<file path="src/rtl/lsu_pkg.sv">
// Shared constants for the load/store unit: RV32I funct3 codes, FSM state
// encoding and the request-legality helper.
package lsu_pkg;

  localparam logic [2:0] F3_B  = 3'b000;
  localparam logic [2:0] F3_H  = 3'b001;
  localparam logic [2:0] F3_W  = 3'b010;
  localparam logic [2:0] F3_BU = 3'b100;
  localparam logic [2:0] F3_HU = 3'b101;

  localparam logic [1:0] S_IDLE = 2'd0;
  localparam logic [1:0] S_RD   = 2'd1;
  localparam logic [1:0] S_WR   = 2'd2;
  localparam logic [1:0] S_RESP = 2'd3;

  localparam int WORD_BYTES = 4;

  function automatic logic f3_illegal(input logic store, input logic [2:0] f3);
    if (store) return f3[2] || (f3 == 3'b011);
    return (f3 == 3'b011) || (f3 == 3'b110) || (f3 == 3'b111);
  endfunction

endpackage

</file>
<file path="src/rtl/lsu_align.sv">
// Combinational byte-lane logic: load extract/extend and store merge into a
// previously read cache word. off_i is expected to be naturally aligned.
module lsu_align
  import lsu_pkg::*;
(
  input  logic [2:0]  funct3_i,
  input  logic [1:0]  off_i,
  input  logic [31:0] word_i,
  input  logic [31:0] wdata_i,
  output logic [31:0] load_o,
  output logic [31:0] store_o
);

  logic [7:0]  byte_sel;
  logic [15:0] half_sel;

  always_comb begin
    byte_sel = word_i[{off_i, 3'b000} +: 8];
    half_sel = off_i[1] ? word_i[31:16] : word_i[15:0];

    case (funct3_i)
      F3_B:    load_o = {{24{byte_sel[7]}}, byte_sel};
      F3_BU:   load_o = {24'b0, byte_sel};
      F3_H:    load_o = {{16{half_sel[15]}}, half_sel};
      F3_HU:   load_o = {16'b0, half_sel};
      default: load_o = word_i;
    endcase

    store_o = wdata_i;
    if (funct3_i[1:0] == 2'b00) begin
      store_o = word_i;
      store_o[{off_i, 3'b000} +: 8] = wdata_i[7:0];
    end else if (funct3_i[1:0] == 2'b01) begin
      store_o = word_i;
      if (off_i[1]) store_o[31:16] = wdata_i[15:0];
      else          store_o[15:0]  = wdata_i[15:0];
    end
  end

endmodule

</file>
<file path="src/rtl/load_store_unit.sv">
// Load/store unit between memory stage and data cache: word-aligned cache
// access, RMW for SB/SH, hit-wait timeout. Optional LSU_MISALIGN_TRAP_EN traps misaligned H/W.
module load_store_unit
  import lsu_pkg::*;
#(
  parameter int MAX_WAIT = 255,
  parameter int ADDR_W   = 32
) (
  input  logic              clk,
  input  logic              reset,
  input  logic              req_valid,
  output logic              req_ready,
  input  logic              req_store,
  input  logic [2:0]        req_funct3,
  input  logic [ADDR_W-1:0] req_addr,
  input  logic [31:0]       req_wdata,
  output logic              rsp_valid,
  output logic [31:0]       rsp_rdata,
  output logic              rsp_fault,
  output logic              busy,
  output logic              dc_valid,
  output logic              dc_write_enable,
  output logic [ADDR_W-1:0] dc_addr,
  output logic [31:0]       dc_write_data,
  input  logic [31:0]       dc_read_data,
  input  logic              dc_hit
);

  localparam int OFF_W = $clog2(WORD_BYTES);
  localparam int CNT_W = (MAX_WAIT < 2) ? 1 : $clog2(MAX_WAIT + 1);
  localparam logic [CNT_W-1:0] CNT_LIM = CNT_W'(MAX_WAIT);
  localparam logic [CNT_W-1:0] CNT_MAX = '1;

  logic [1:0]        state_q, state_d;
  logic [CNT_W-1:0]  cnt_q, cnt_d;
  logic              fault_q, fault_d;
  logic              store_q;
  logic [2:0]        f3_q;
  logic [ADDR_W-1:0] addr_q;
  logic [31:0]       wdata_q, word_q, rdata_q;

  logic        hit_ok, tmo, misalign, accept;
  logic [1:0]  off_eff;
  logic [31:0] align_word, load_fmt, store_word;

  assign accept = (state_q == S_IDLE) && req_valid;
  // The first cycle of every phase carries the previous lookup's hit.
  assign hit_ok = dc_hit && (cnt_q != '0);
  assign tmo    = (MAX_WAIT != 0) && (cnt_q >= CNT_LIM);

`ifdef LSU_MISALIGN_TRAP_EN
  assign misalign = ((req_funct3[1:0] == 2'b01) && req_addr[0]) ||
                    ((req_funct3[1:0] == 2'b10) && (req_addr[1:0] != 2'b00));
`else
  assign misalign = 1'b0;
`endif

  always_comb begin
    case (f3_q[1:0])
      2'b00:   off_eff = addr_q[1:0];
      2'b01:   off_eff = {addr_q[1], 1'b0};
      default: off_eff = 2'b00;
    endcase
  end

  assign align_word = (state_q == S_RD) ? dc_read_data : word_q;

  lsu_align u_align (
    .funct3_i (f3_q),
    .off_i    (off_eff),
    .word_i   (align_word),
    .wdata_i  (wdata_q),
    .load_o   (load_fmt),
    .store_o  (store_word)
  );

  always_comb begin
    state_d = state_q;
    fault_d = fault_q;
    case (state_q)
      S_IDLE: if (req_valid) begin
        fault_d = f3_illegal(req_store, req_funct3) || misalign;
        if (fault_d)                                   state_d = S_RESP;
        else if (req_store && (req_funct3 == F3_W))    state_d = S_WR;
        else                                           state_d = S_RD;
      end
      S_RD: if (hit_ok) begin
        state_d = store_q ? S_WR : S_RESP;
      end else if (tmo) begin
        state_d = S_RESP;
        fault_d = 1'b1;
      end
      S_WR: if (hit_ok) begin
        state_d = S_RESP;
      end else if (tmo) begin
        state_d = S_RESP;
        fault_d = 1'b1;
      end
      default: state_d = S_IDLE;
    endcase
    cnt_d = (state_d != state_q) ? '0 : ((cnt_q == CNT_MAX) ? cnt_q : cnt_q + 1'b1);
  end

  always_ff @(posedge clk) begin
    if (reset) begin
      state_q <= S_IDLE;
      cnt_q   <= '0;
      fault_q <= 1'b0;
    end else begin
      state_q <= state_d;
      cnt_q   <= cnt_d;
      fault_q <= fault_d;
    end
  end

  always_ff @(posedge clk) begin
    if (accept) begin
      store_q <= req_store;
      f3_q    <= req_funct3;
      addr_q  <= req_addr;
      wdata_q <= req_wdata;
    end
    if ((state_q == S_RD) && hit_ok) begin
      word_q  <= dc_read_data;
      rdata_q <= load_fmt;
    end
  end

  assign req_ready       = (state_q == S_IDLE);
  assign busy            = (state_q != S_IDLE);
  assign dc_valid        = (state_q == S_RD) || (state_q == S_WR);
  assign dc_write_enable = (state_q == S_WR);
  assign dc_addr         = dc_valid ? {addr_q[ADDR_W-1:OFF_W], {OFF_W{1'b0}}} : '0;
  assign dc_write_data   = dc_write_enable ? store_word : '0;
  assign rsp_valid       = (state_q == S_RESP);
  assign rsp_fault       = rsp_valid && fault_q;
  assign rsp_rdata       = (rsp_valid && !fault_q && !store_q) ? rdata_q : '0;

endmodule

</file>
<file path="config.mk">
export PLATFORM = sky130hd
export DESIGN_NAME = load_store_unit
export DESIGN_NICKNAME = d
export VERILOG_FILES = /design/src/rtl/lsu_pkg.sv /design/src/rtl/lsu_align.sv /design/src/rtl/load_store_unit.sv
export SDC_FILE = /design/constraint.sdc
export NUM_CORES = 1
export LEC_CHECK = 0
export BUFFER_PORTS_ARGS = -buffer_cell sky130_fd_sc_hd__buf_2
export CAP_MARGIN = 5
export CORE_ASPECT_RATIO = 0.5
export CORE_MARGIN = 1
export CORE_UTILIZATION = 45
export CTS_CLUSTER_SIZE = 24
export DETAILED_ROUTE_END_ITERATION = 12
export PLACE_DENSITY = 0.83
export SYNTH_ARGS = -nofsm -noshare
export SYNTH_HDL_FRONTEND = slang
export SYNTH_SLANG_ARGS = --single-unit
</file>
<file path="constraint.sdc">
create_clock -name clk -period 4.1 [get_ports clk]
set_input_delay 0.82 -clock clk [delete_from_list [all_inputs] [get_ports clk]]
set_output_delay 0.82 -clock clk [all_outputs]
set_load 0.02 [all_outputs]
</file>
=== Yosys cells after proc, flatten, opt, wreduce, memory -nomap -nowiden ===
Cells that the tools add are included.

* Eq/ne operators: 16
* Div/mod/pow operators: 0
* $lt $le $gt $ge: 1
* Reduce and logical (&&, ||, !) cells: 22
* Multipliers: 0
* Mux-type cells: 31
* Add/subtract/negate cells: 2
* Shift operators: 3
* Bitwise logic cells: 0

{| class="wikitable"
|+ Operators with widths
! operator !! count
|-
| $mux W32 || 6
|-
| $pmux W32 S4 || 1
|-
| $mux W16 || 3
|-
| $bwmux W32 || 1
|-
| $shift A8 B7 Y32 const A || 1
|-
| $shiftx A32 B6 Y8 || 1
|-
| $shiftx A8 B7 Y32 || 1
|-
| $eq A3 B3 Y1 const B || 4
|-
| $mux W2 || 6
|-
| $mux W1 || 11
|-
| $add A8 B1 Y8 const B || 1
|-
| $eq A8 B8 Y1 const B || 1
|-
| $ge A8 B8 Y1 const B || 1
|-
| $reduce_bool A8 Y1 || 1
|-
| $logic_and A1 B1 Y1 || 7
|-
| $neg A5 Y7 || 1
|-
| $eq A3 B2 Y1 const B || 2
|-
| $pmux W2 S3 || 1
|-
| $eq A2 B1 Y1 const B || 2
|-
| $eq A2 B2 Y1 const B || 2
|-
| $logic_not A2 Y1 || 2
|-
| $logic_or A1 B1 Y1 || 4
|-
| $ne A2 B2 Y1 const B || 2
|-
| $pmux W2 S2 || 1
|-
| other kinds (9) || 12
|}

* Output and inout bits: 102
* Memory bits (read-only): 0
* Input bits: 104
* Logic and storage cells: 84
* Flip-flop bits (word level): 143
* Bits in latches: 0
* Memories: 0
* Bits in writable memories: 0

=== Depth between registers and ports, before layout ===
Gate-level depths: netlist (run 1).

* Depth after elaboration: 11
* Mapped depth: 12
* Mapped depth without buffers: 9

=== Hierarchy ===
A second synthesis (run 1) with hierarchy kept.

* Cell total of the unflattened synthesis: 653
* Area total of the unflattened synthesis: 7918.8 um^2

{| class="wikitable"
|+ Modules (own cells, without submodules)
! module !! cells an instance !! instances !! seq. area each (um^2) !! area an instance (um^2)
|-
| load_store_unit || 373 || 1 || 4184.0 || 5826.8
|-
| lsu_align || 280 || 1 || 0.0 || 2092.0
|}

=== Worst setup path before layout (run 1) ===
Ideal clock, no wire load.

* Path kind: register -> register
* Start point: register state_q[0]
* End point: register cnt_q[6]
* Data required time: 4.020 ns
* Buffers on the path: 0
* Path slack: -0.005 ns
* Setup time: 0.080 ns
* Stages on the path, launching flop included: 8
* Period minus slack after synthesis: 4.105 ns
* Arrival time: 4.025 ns
* Cells stage by stage: dfxtp_1 > inv_1 > ha_1 > and2_1 > o221ai_1 > a221oi_1 > o311ai_0 > nor3_1

* Elaborated cells on any way between the ends: 10
* Those cells by class: eq/ne (3); mux (5); reduce/logical (2)

{| class="wikitable"
|+ RTL lines
! element !! line !! RTL
|-
| start, declared || load_store_unit.sv:34 || <nowiki>logic [1:0] state_q, state_d;</nowiki>
|-
| start signal, assigned || load_store_unit.sv:110 || <nowiki>state_q <= state_d;</nowiki>
|-
| $logic_not A2 Y1 || - ||
|-
| net req_ready || load_store_unit.sv:12 || <nowiki>output logic req_ready,</nowiki>
|-
| $pmux W2 S3 || load_store_unit.sv:80 || <nowiki>case (state_q)</nowiki>
|-
| $ne A2 B2 Y1 || load_store_unit.sv:101 || <nowiki>cnt_d = (state_d != state_q) ? '0 : ((cnt_q == CNT_MAX) ? cnt_q : cnt_q + 1'b1);</nowiki>
|-
| $reduce_or A2 Y1 (no source line) || - ||
|-
| end signal, assigned || load_store_unit.sv:111 || <nowiki>cnt_q <= cnt_d;</nowiki>
|-
| end, declared || load_store_unit.sv:35 || <nowiki>logic [CNT_W-1:0] cnt_q, cnt_d;</nowiki>
|}

The timed path passes the listed nets, and every way through them passes these cells.
A chain may end at the register's enable or synchronous reset.

=== Worst setup path after layout (run 1) ===
* Start point: register addr_q[1]
* End point: output dc_write_data[25]

* Longest elaborated chain between the ends: 6
* Elaborated cells on any way between the ends: 9
* Those cells by class: add/sub (1); shift (2); mux (6)

{| class="wikitable"
|+ RTL lines
! element !! line !! RTL
|-
| start, declared || load_store_unit.sv:39 || <nowiki>logic [ADDR_W-1:0] addr_q;</nowiki>
|-
| start signal, assigned || load_store_unit.sv:120 || <nowiki>addr_q <= req_addr;</nowiki>
|-
| $pmux W2 S2 * || load_store_unit.sv:59 || <nowiki>case (f3_q[1:0])</nowiki>
|-
| $neg A5 Y7 || lsu_align.sv:32 || <nowiki>store_o[{off_i, 3'b000} +: 8] = wdata_i[7:0];</nowiki>
|-
| $shiftx A8 B7 Y32 or $shift A8 B7 Y32 (tied branches) || lsu_align.sv:32 ||
|-
| $bwmux W32 || lsu_align.sv:32 ||
|-
| $mux W32 * || lsu_align.sv:30 || <nowiki>if (funct3_i[1:0] == 2'b00) begin</nowiki>
|-
| $mux W32 * || load_store_unit.sv:134 || <nowiki>assign dc_write_data = dc_write_enable ? store_word : '0;</nowiki>
|-
| end, declared || load_store_unit.sv:24 || <nowiki>output logic [31:0] dc_write_data,</nowiki>
|}

Mark *: on every way between the ends. The rest lies on a longest branch, timed or not.

==> metrics.txt, run 1 <==
outcome completed; Net Switching 2.11 mW; mux contribution to synthesized area 0.0673; Hold EP fault_q$_SDFFE_PP0P_; Reg2Reg Depth 8; htree depth 4; Cell Count, Final, Fillers Out 1,045; Hold Crit Start fault_q$_SDFFE_PP0P_; Clock Power Share 0.283; Cell Pwr Density 624 mW/mm2; initial antenna violation count 1; placed cell area 0.00843 mm2; Area Overhead vs Synth 26.2%; CP endpoint kind output port; Async SR Flop Fraction 0; CTS tree built; register area 0.00418 mm2; Routed WL 20,200 um; Fill cells 1,313; Inst Count DP 1,012; Initial DRC Count 518; dominant synthesized flop cell edfxtp_1; Tmin final 3.92 ns; Synth Area in XOR/XNOR 0.00122; fraction of power spent switching nets 0.373; clk buf depth 2; Final HPWL DP 14,600 um; Slew @ Worst Pin 1.05 ns; sequential power share 0.351; vias post-DR 6,078; Reg2Reg Setup Slack 0.95 ns; GRT overflow 0; most common cell after layout, fill and taps aside buf_2; IO Pins 206; Final WS setup 0.181 ns; RSZ-0062 raised after global routing no; postcts setup bufs 0; CP max stage delay 0.58 ns; Top delay family on crit path simple AND/OR/NAND/NOR gates; CTS buffer count 17; Fin. Hold Viols 0; overall routing resource usage 0.247; HP Class register to register; TritonRoute pass-1 iters 5; synthesis-stage register bit count 143; Crit Path Max Fanout 12; Buffers on Ports 203; footprint of the multi-input gates 0.00278 mm2; final setup fails 0; CP Depth 8; synthesized instance count 625; max cap viols 0; share of cells above drive strength 1 0.333; pin count of the biggest net entering global routing 71; core area 0.0155 mm2; worst vdd ir 0.000324 V; Post-synth EDFFs 132; relative slew slack 0.295; initial core utilization 0.463; Buf+Inv Stages, Crit Path 2; P_leak 3.78 nW; reg2reg start state_q[1]$_SDFF_PP0_; Mapped Area 0.00717 mm2; period utilisation layout 0.956; global-route wire length before repair 30,800 um; Final Net Count 941; number of global-route vias before repair 5,877; Pwr Total 5.65 mW; sequential area share after synthesis 0.583; DRT antenna net count 0; Clk pin slew, worst setup/hold paths 0.07 ns; most frequent cells in the layout buf_2 (203), edfxtp_1 (132), and2_1 (63); drc violations 0; WP data arrival 3.10 ns; Peak Freq 0.255 GHz; Slew Viols, Final 0; CP Launch Type register; Die Ht 91.3 um; via/cell ratio 5.82; final clock skew 0.00966 ns; CTS Sinks 143; Cell variety after synth 57; Finished Cell Area 0.00905 mm2; Horiz. Die Dim 181 um; Gate power share 0.366; worst-path cell chain clkinv_1 > nor2_1 > ha_2 > nand2_1 > nor3_4 > a21oi_1 > a2111oi_1 > buf_2; Die ar. 0.0165 mm2; DR WL/cell 19.4 um; Final GP Congestion 0.970; Max stage delay cell, worst path edfxtp_1; hold path cells 2; Skew-Pair Late Insertion Delay 0.41 ns; yosys warns 0; Setup WS pre-CTS 0.448 ns; Post-Synth Adder-Cell Area 0.0174; CTS root buf clkbuf_16; largest family of logic cells by synthesized area compound AO/OA/AOI/OAI gates; Synth Area in Simple Gates 0.134; Post-Route Setup TNS 0 ns; Placement Rows 32; critical path class register to output port; Synth Area in Compound Gates 0.163; cell internal pwr 3.54 mW; Avg Cell Area, Syn 11.5 um2; Worst Path Required 3.28 ns; FF-to-FF End rdata_q[26]$_DFFE_PP_
## worst max path at each step
stage	from	to	slack (ns)
floorplan	addr_q[1]$_DFFE_PP_	dc_write_data[24]	0.20
global placement	addr_q[1]$_DFFE_PP_	dc_write_data[25]	0.57
detailed placement	addr_q[1]$_DFFE_PP_	dc_write_data[25]	0.45
CTS	addr_q[1]$_DFFE_PP_	dc_write_data[25]	0.08
global route	addr_q[1]$_DFFE_PP_	dc_write_data[26]	0.02
finish	addr_q[1]$_DFFE_PP_	dc_write_data[25]	0.18
## flip-flops by register name (all words and copies together), names as in the netlist
name and cells:
fault_q 1, addr_q 32, store_q 1, word_q 32, state_q 2, rdata_q 32, cnt_q 8, f3_q 3
wdata_q 32
## Yosys cell counts (2+ instances only)
master / instances / share of area
and3_1: 3 / 0.0026
nand2_1: 52 / 0.027
mux2_2: 18 / 0.028
buf_4: 3 / 0.0031
or2_2: 4 / 0.0035
edfxtp_1: 132 / 0.55
a31oi_1: 2 / 0.0017
nor2b_1: 6 / 0.0052
a21o_1: 13 / 0.014
dfxtp_1: 11 / 0.031
clkbuf_1: 27 / 0.014
o21bai_1: 5 / 0.0052
o21a_1: 2 / 0.0021
nand3_1: 4 / 0.0028
buf_1: 3 / 0.0016
inv_1: 17 / 0.0089
nor2_1: 27 / 0.014
or3_1: 3 / 0.0026
o211ai_1: 6 / 0.0063
a32oi_1: 3 / 0.0037
nor3_1: 7 / 0.0049
ha_1: 10 / 0.017
nor4b_1: 2 / 0.0024
mux2i_1: 28 / 0.039
nand2b_1: 2 / 0.0017
a311oi_1: 3 / 0.0037
o22ai_1: 4 / 0.0035
and2_1: 65 / 0.057
a221oi_1: 3 / 0.0037
buf_2: 3 / 0.0021
a211oi_1: 3 / 0.0031
o21ai_0: 53 / 0.037
clkinv_1: 2 / 0.0010
a2111oi_0: 8 / 0.0098
a22oi_1: 5 / 0.0052
a21oi_1: 53 / 0.037
o221ai_1: 13 / 0.016
## cell families after synthesis
| kind of cell | Yosys count |
|---|---|
| compound gates | 184 |
| xor+xnor | 1 |
| fa+ha+maj | 10 |
| buf+inv | 56 |
| flops | 143 |
| mux | 46 |
| other cells | 1 |
| simple gates | 184 |
## worst reg2reg max path: cells and delay by family, from the launching register on
kind / cells / cell delay, ns
flip-flops: 1 / 0.38
multiplexers: 2 / 0.85
buffers and inverters: 2 / 0.34
AO/OA/AOI/OAI: 3 / 0.72
adder cells (fa/ha/maj): 1 / 0.57
## area by class of cell
type | instances | area share
Inverter | 19 | 0.00788
Clock inverter | 15 | 0.0203
Antenna cell | 1 | 0.000276
Clock buffer | 17 | 0.0470
Sequential cell | 143 | 0.462
Timing Repair Buffer | 219 | 0.127
Multi-Input combinational cell | 427 | 0.307
Tap cell | 204 | 0.0282
## metal layers
layer | routed length [um] | vias to the layer above | track usage
met5 | 0 | - | 0
met4 | 565 | 0 | 0.0997
met3 | 2210 | 50 | 0.0694
met2 | 9270 | 406 | 0.395
met1 | 8210 | 2872 | 0.319
li1 | - | 2750 | -
## power groups by stage
stage	logic (mW)	registers (mW)	clock network [mW]
3_3_place_gp	1.99	2.01	0
6_report	2.06	1.98	1.60
5_1_grt	2.22	2.00	1.67
2_1_floorplan	1.38	1.97	0
4_1_cts	2.04	1.98	1.62
3_5_place_dp	2.02	2.01	0
## repair_timing
item | 4_1_cts | 5_1_grt
hold buffers | 0 | 0
setup endpoints to repair | 1 | 5
resized for setup | 1 | 2
## stage by stage
| stage | hold slack, ns | utilization |
|---|---|---|
| after floorplan | 0.494 | - |
| after global placement | 0.531 | 0.544 |
| after detailed placement | 0.540 | 0.544 |
| after CTS | 0.552 | 0.584 |
| after global routing | 0.566 | 0.584 |
| final | 0.552 | 0.584 |
No activity file was read; power rests on OpenSTA's default activity.
==> run 2: changes to the inputs <==
- ABC_AREA: unset -> 1
- REMOVE_ABC_BUFFERS: unset -> 1
==> metrics.txt, run 2 <==
CTS Sinks 143 (unchanged); Fill cells 1,382 (was 1,313); yosys warns 0 (unchanged); CP max stage delay 0.43 ns (was 0.58 ns); Fin. Hold Viols 0 (unchanged); Avg Cell Area, Syn 9.09 um2 (was 11.5 um2); Hold EP fault_q$_SDFFE_PP0P_ (unchanged); CTS root buf clkbuf_16 (unchanged); Slew @ Worst Pin 1.18 ns (was 1.05 ns); WP data arrival 3.07 ns (was 3.10 ns); Slew Viols, Final 0 (unchanged); initial antenna violation count 2 (was 1); initial core utilization 0.473 (was 0.463); drc violations 0 (unchanged); Crit Path Max Fanout 28 (was 12); most numerous cell in the Yosys netlist nand2_1 (was edfxtp_1); hold path cells 2 (unchanged); RSZ-0062 raised after global routing no (unchanged); P_leak 4.46 nW (was 3.78 nW); max cap viols 0 (unchanged); Final GP Congestion 0.942 (was 0.970); pin count of the biggest net entering global routing 48 (was 71); Clk pin slew, worst setup/hold paths 0.06 ns (was 0.07 ns); Async SR Flop Fraction 0 (unchanged); Mapped Area 0.00748 mm2 (was 0.00717 mm2); Horiz. Die Dim 184 um (was 181 um); CTS buffer count 17 (unchanged); Placement Rows 32 (unchanged); Initial DRC Count 571 (was 518); sequential area share after synthesis 0.559 (was 0.583); Post-synth top cells nand2_1 (153), inv_1 (137), edfxtp_1 (132), nor2_1 (89), o21ai_0 (69) (was edfxtp_1 (132), and2_1 (65), a21oi_1 (53), o21ai_0 (53), nand2_1 (52)); leading area contributor after synthesis edfxtp_1 (unchanged); synthesis-stage register bit count 143 (unchanged); synthesized instance count 823 (was 625); Die Ht 93.2 um (was 91.3 um); clk buf depth 2 (unchanged); Synth top area share 0.530 (was 0.553); Final HPWL DP 16,600 um (was 14,600 um); Max stage delay cell, worst path edfxtp_1 (unchanged); final setup fails 0 (unchanged); CP Launch Type register (unchanged); reg2reg start state_q[1]$_SDFF_PP0_ (unchanged); outcome completed (unchanged); HP Class register to register (unchanged); Worst Path Required 3.28 ns (about the same); Critical Path Most Common Cell nand2_1; Final Net Count 1,139 (was 941); share of cells above drive strength 1 0.270 (was 0.333); dominant synthesized flop cell edfxtp_1 (unchanged); number of global-route vias before repair 6,381 (was 5,877); hold_buf cts 0 (unchanged); TritonRoute pass-1 iters 5 (unchanged); ranking of synthesized cells by area edfxtp_1 (53%), nand2_1 (7.7%), inv_1 (6.9%) (was edfxtp_1 (55%), and2_1 (5.7%), mux2i_1 (3.9%)); period utilisation layout 0.950 (was 0.956); DRT antenna net count 0 (unchanged); Peak Freq 0.257 GHz (was 0.255 GHz); core area 0.0158 mm2 (was 0.0155 mm2); DR WL/cell 18.1 um (was 19.4 um); htree depth 4 (unchanged); Cell Pwr Density 611 mW/mm2 (was 624 mW/mm2); CTS tree built (unchanged); Finished Cell Area 0.00942 mm2 (was 0.00905 mm2); final clock skew 0.0103 ns (was 0.00966 ns); Cell variety after synth 45 (was 57); placed cell area 0.00874 mm2 (was 0.00843 mm2); Tmin final 3.89 ns (was 3.92 ns); critical path class register to output port (unchanged); Reg2Reg Depth 11 (was 8); Hold Slack 0.494 ns (was 0.552 ns); Buffers on Ports 203 (unchanged); IO Pins 206 (unchanged); Post-synth EDFFs 132 (unchanged); relative slew slack 0.210 (was 0.295); Area Overhead vs Synth 25.8% (was 26.2%); most frequent cells in the layout buf_2 (203), nand2_1 (153), inv_1 (136) (was buf_2 (203), edfxtp_1 (132), and2_1 (63)); FF-to-FF End rdata_q[31]$_DFFE_PP_ (was rdata_q[26]$_DFFE_PP_); overall routing resource usage 0.275 (was 0.247); via/cell ratio 5.24 (was 5.82); Skew-Pair Late Insertion Delay 0.42 ns (was 0.41 ns); CP endpoint kind output port (unchanged); global-route wire length before repair 35,200 um (was 30,800 um); most common cell after layout, fill and taps aside buf_2 (unchanged); Reg2Reg Setup Slack 0.97 ns (was 0.95 ns); worst-path cell chain buf_4 > nor2_8 > inv_4 > ha_1 > inv_1 > nand2_1 > nor2_1 > nand2_1 > a211oi_1 > buf_2 (was clkinv_1 > nor2_1 > ha_2 > nand2_1 > nor3_4 > a21oi_1 > a2111oi_1 > buf_2); Hold Crit Start fault_q$_SDFFE_PP0P_ (unchanged); vias post-DR 6,602 (was 6,078); worst vdd ir 0.000348 V (was 0.000324 V); CP startpoint f3_q[1]$_DFFE_PP_ (was addr_q[1]$_DFFE_PP_); GRT overflow 0 (unchanged); Routed WL 22,800 um (was 20,200 um); Die ar. 0.0172 mm2 (was 0.0165 mm2)
run 2: cell count changes after synthesis, sizes merged, moves of 13 or more:
cell and change:
inv +124, nand2 +109, and2 -65, nor2 +65
nor3 +27, mux2i -26, o21ai +24, a21oi -18
mux2 -18, a221oi +15, nand3 +13
run 2: worst max path at each step:
stage,endpoint,slack (ns),cells past startpoint
floorplan,rdata_q[0]$_DFFE_PP_,-1.19,4
global placement,dc_write_data[24],0.61,9
detailed placement,dc_write_data[24],0.52,9
CTS,dc_write_data[24],0.08,9
global route,dc_write_data[11],0.05,10
finish,dc_write_data[11],0.21,10
run 2: critical path: cells and delay by family (launching register included):
kind | cells | cell delay [ns]
fa+ha+maj | 1 | 0.33
flops | 1 | 0.43
buf+inv | 4 | 0.86
compound gates | 1 | 0.28
simple gates | 4 | 0.73
run 2: logic make-up (layout without fill, tap and decap cells):
family,count (synthesis),in the layout,synth area share
flops,143,143,0.559
other cells,1,4,0.000501
simple gates,311,311,0.177
mux,2,2,0.00267
xor+xnor,4,4,0.00468
fa+ha+maj,10,10,0.0167
compound gates,172,172,0.144
buf+inv,180,394,0.0951
run 2: through the flow:
stage | worst slack (ns) | TNS (ns) | utilization | power [mW] | std cells
floorplan | -1.19 | -76.30 | - | 3.26 | 786
global placement | 0.611 | 0 | 0.553 | 4.00 | 1225
detailed placement | 0.522 | 0 | 0.553 | 4.03 | 1225
CTS | 0.0766 | 0 | 0.594 | 5.75 | 1257
global route | 0.0497 | 0 | 0.595 | 6.04 | 1260
finish | 0.207 | 0 | 0.596 | 5.75 | 1261
run 2: where the power goes:
part	leakage (nW)	switching (mW)	internal [mW]
logic	2.82	1.49	0.596
clock network	0.323	0.585	1.12
registers	1.31	0.0893	1.86
total	4.46	2.17	3.58
run 2: area by class of cell:
type | instances | area, um2 | share of cell area
Sequential cell | 143 | 4180 | 0.444
Multi-Input combinational cell | 501 | 2600 | 0.276
Timing Repair Buffer | 220 | 1160 | 0.123
Inverter | 142 | 538 | 0.0571
Clock buffer | 21 | 470 | 0.0499
Tap cell | 221 | 277 | 0.0294
Clock inverter | 11 | 186 | 0.0198
Antenna cell | 2 | 5.00 | 0.000531
run 2: layer usage:
metal,GRT usage,up-vias,routed length (um)
met2,0.422,298,10000
met1,0.390,3089,10300
li1,-,3187,-
met4,0.0722,0,336
met5,0,-,0
met3,0.0654,28,2100
run 2: what timing repair did:
item / 4_1_cts / 5_1_grt
endpoints found under the setup margin: 0 / 10
gates resized for setup: 0 / 1
setup buffers: 0 / 2
==> run 3: changes to the inputs <==
- CORE_UTILIZATION: 45 -> 48
- PLACE_DENSITY: 0.83 -> 0.87
==> metrics.txt, run 3 (synthesis results as in run 2) <==
WP data arrival 3.11 ns (was 3.07 ns); Clock Power Share 0.278 (was 0.297); CP Launch Type register (unchanged); worst-path cell chain buf_4 > nor2_8 > inv_4 > ha_1 > inv_1 > nand3_1 > o21ai_0 > a21oi_1 > a211oi_1 > buf_2 (was buf_4 > nor2_8 > inv_4 > ha_1 > inv_1 > nand2_1 > nor2_1 > nand2_1 > a211oi_1 > buf_2); sequential power share 0.351 (was 0.339); Final WS setup 0.168 ns (was 0.207 ns); most frequent cells in the layout buf_2 (203), nand2_1 (153), inv_1 (136) (unchanged); Max stage delay cell, worst path edfxtp_1 (unchanged); Skew-Pair Late Insertion Delay 0.42 ns (about the same); Routed WL 21,900 um (was 22,800 um); fraction of power spent switching nets 0.396 (was 0.377); Final Net Count 1,136 (was 1,139); Die Ht 90.3 um (was 93.2 um); IO Pins 206 (unchanged); global-route wire length before repair 34,400 um (was 35,200 um); most common cell after layout, fill and taps aside buf_2 (unchanged); Inst Count DP 1,201 (was 1,225); Die ar. 0.0161 mm2 (was 0.0172 mm2); via/cell ratio 5.46 (was 5.24); FF-to-FF End rdata_q[31]$_DFFE_PP_ (unchanged); number of global-route vias before repair 6,530 (was 6,381); Fin. Hold Viols 0 (unchanged); CTS buffer count 17 (unchanged); critical path class register to output port (unchanged); CP endpoint kind output port (unchanged); Horiz. Die Dim 179 um (was 184 um); overall routing resource usage 0.282 (was 0.275); Hold Crit Start fault_q$_SDFFE_PP0P_ (unchanged); Area Overhead vs Synth 24.0% (was 25.8%); Net Switching 2.19 mW (was 2.17 mW); Cell Count, Final, Fillers Out 1,234 (was 1,261); vias post-DR 6,740 (was 6,602); CTS root buf clkbuf_16 (unchanged); Pwr Total 5.52 mW (was 5.75 mW); RSZ-0062 raised after global routing no (unchanged); worst vdd ir 0.000316 V (was 0.000348 V); CTS tree built (unchanged); GRT overflow 0 (unchanged); reg2reg start state_q[1]$_SDFF_PP0_ (unchanged); Cell Pwr Density 595 mW/mm2 (was 611 mW/mm2); period utilisation layout 0.959 (was 0.950); CTS Sinks 143 (unchanged); clk buf depth 2 (unchanged); pin count of the biggest net entering global routing 55 (was 48); Gate power share 0.371 (was 0.363); HP Class register to register (unchanged); CP max stage delay 0.47 ns (was 0.43 ns); Hold EP fault_q$_SDFFE_PP0P_ (unchanged); postcts setup bufs 0 (unchanged); hold_buf cts 0 (unchanged); Fill cells 1,266 (was 1,382); Clk pin slew, worst setup/hold paths 0.06 ns (about the same); drc violations 0 (unchanged); Final HPWL DP 16,000 um (was 16,600 um); Peak Freq 0.254 GHz (was 0.257 GHz); Setup WS pre-CTS 0.637 ns (was 0.522 ns); Post-Route Setup TNS 0 ns (unchanged); Initial DRC Count 796 (was 571); Final GP Congestion 0.978 (was 0.942); Worst Path Required 3.28 ns (about the same); core area 0.0149 mm2 (was 0.0158 mm2); relative slew slack 0.277 (was 0.210); initial antenna violation count 1 (was 2); Tmin final 3.93 ns (was 3.89 ns); outcome completed (unchanged); final clock skew 0.00896 ns (was 0.0103 ns); Buffers on Ports 203 (unchanged); hold path cells 2 (unchanged); cell internal pwr 3.34 mW (was 3.58 mW); DR WL/cell 17.7 um (was 18.1 um); final setup fails 0 (unchanged); htree depth 4 (unchanged); TritonRoute pass-1 iters 6 (was 5); fin util 0.625 (was 0.596); share of cells above drive strength 1 0.266 (was 0.270); initial core utilization 0.504 (was 0.473); Reg2Reg Depth 13 (was 11); Slew @ Worst Pin 1.08 ns (was 1.18 ns); P_leak 4.40 nW (was 4.46 nW); Placement Rows 31 (was 32); Resize count post-CTS 0 (unchanged); Reg2Reg Setup Slack 0.72 ns (was 0.97 ns); DRT antenna net count 0 (unchanged); max cap viols 0 (unchanged); Crit Path Max Fanout 28 (unchanged); Slew Viols, Final 0 (unchanged)
[run 3: cell count changes in the layout (fill, tap and decap cells not counted), moves of 2 or more]
cell        change
clkinvlp_4      +2
bufinv_16       -3
buf_4           -2
clkinv_4        +2
clkbuf_8        -3
clkinv_2        -4
inv_6           +5
clkinv_1        +2
[run 3: metal layers]
layer | vias up | part of all wire | global-route usage | routed length, um
met4 | 0 | 0.020 | 0.0876 | 439
met2 | 393 | 0.45 | 0.442 | 9930
li1 | 3178 | - | - | -
met1 | 3120 | 0.43 | 0.386 | 9410
met5 | - | 0 | 0 | 0
met3 | 49 | 0.096 | 0.0682 | 2110
[run 3: worst max path at each step]
stage          cells past startpoint             startpoint              endpoint
5_1_grt                           10      f3_q[1]$_DFFE_PP_     dc_write_data[26]
3_3_place_gp                      10      f3_q[1]$_DFFE_PP_     dc_write_data[26]
6_report                          10      f3_q[1]$_DFFE_PP_     dc_write_data[16]
4_1_cts                           10      f3_q[1]$_DFFE_PP_     dc_write_data[26]
2_1_floorplan                      4  state_q[1]$_SDFF_PP0_  rdata_q[0]$_DFFE_PP_
3_5_place_dp                      10      f3_q[1]$_DFFE_PP_     dc_write_data[26]
[run 3: power groups by stage]
stage	sequential, mW	combinational (mW)	clock (mW)
2_1_floorplan	1.96	1.30	0
3_3_place_gp	1.96	1.98	0
3_5_place_dp	1.97	2.01	0
4_1_cts	1.94	2.02	1.55
5_1_grt	1.96	2.22	1.61
6_report	1.94	2.05	1.54
[run 3: metrics by stage]
step / instance area, um2 / hold slack, ns
3_5_place_dp: 8690 / 0.495
2_1_floorplan: 7310 / 0.453
5_1_grt: 9280 / 0.529
6_report: 9280 / 0.503
3_3_place_gp: 8690 / 0.475
4_1_cts: 9280 / 0.506
[run 3: final cells by class]
type | count | area, um2 | share of cell area
Inverter | 142 | 538 | 0.0580
Antenna cell | 1 | 2.50 | 0.000270
Sequential cell | 143 | 4180 | 0.451
Clock inverter | 15 | 160 | 0.0173
Tap cell | 198 | 248 | 0.0267
Timing Repair Buffer | 217 | 1120 | 0.121
Clock buffer | 17 | 425 | 0.0458
Multi-Input combinational cell | 501 | 2600 | 0.280
[run 3: worst max-delay path, delay by kind of cell, from the launching register on]
family / cells / cell delay [ns]
fa+ha+maj: 1 / 0.33
flops: 1 / 0.47
buf+inv: 4 / 0.93
simple gates: 2 / 0.47
compound gates: 3 / 0.50
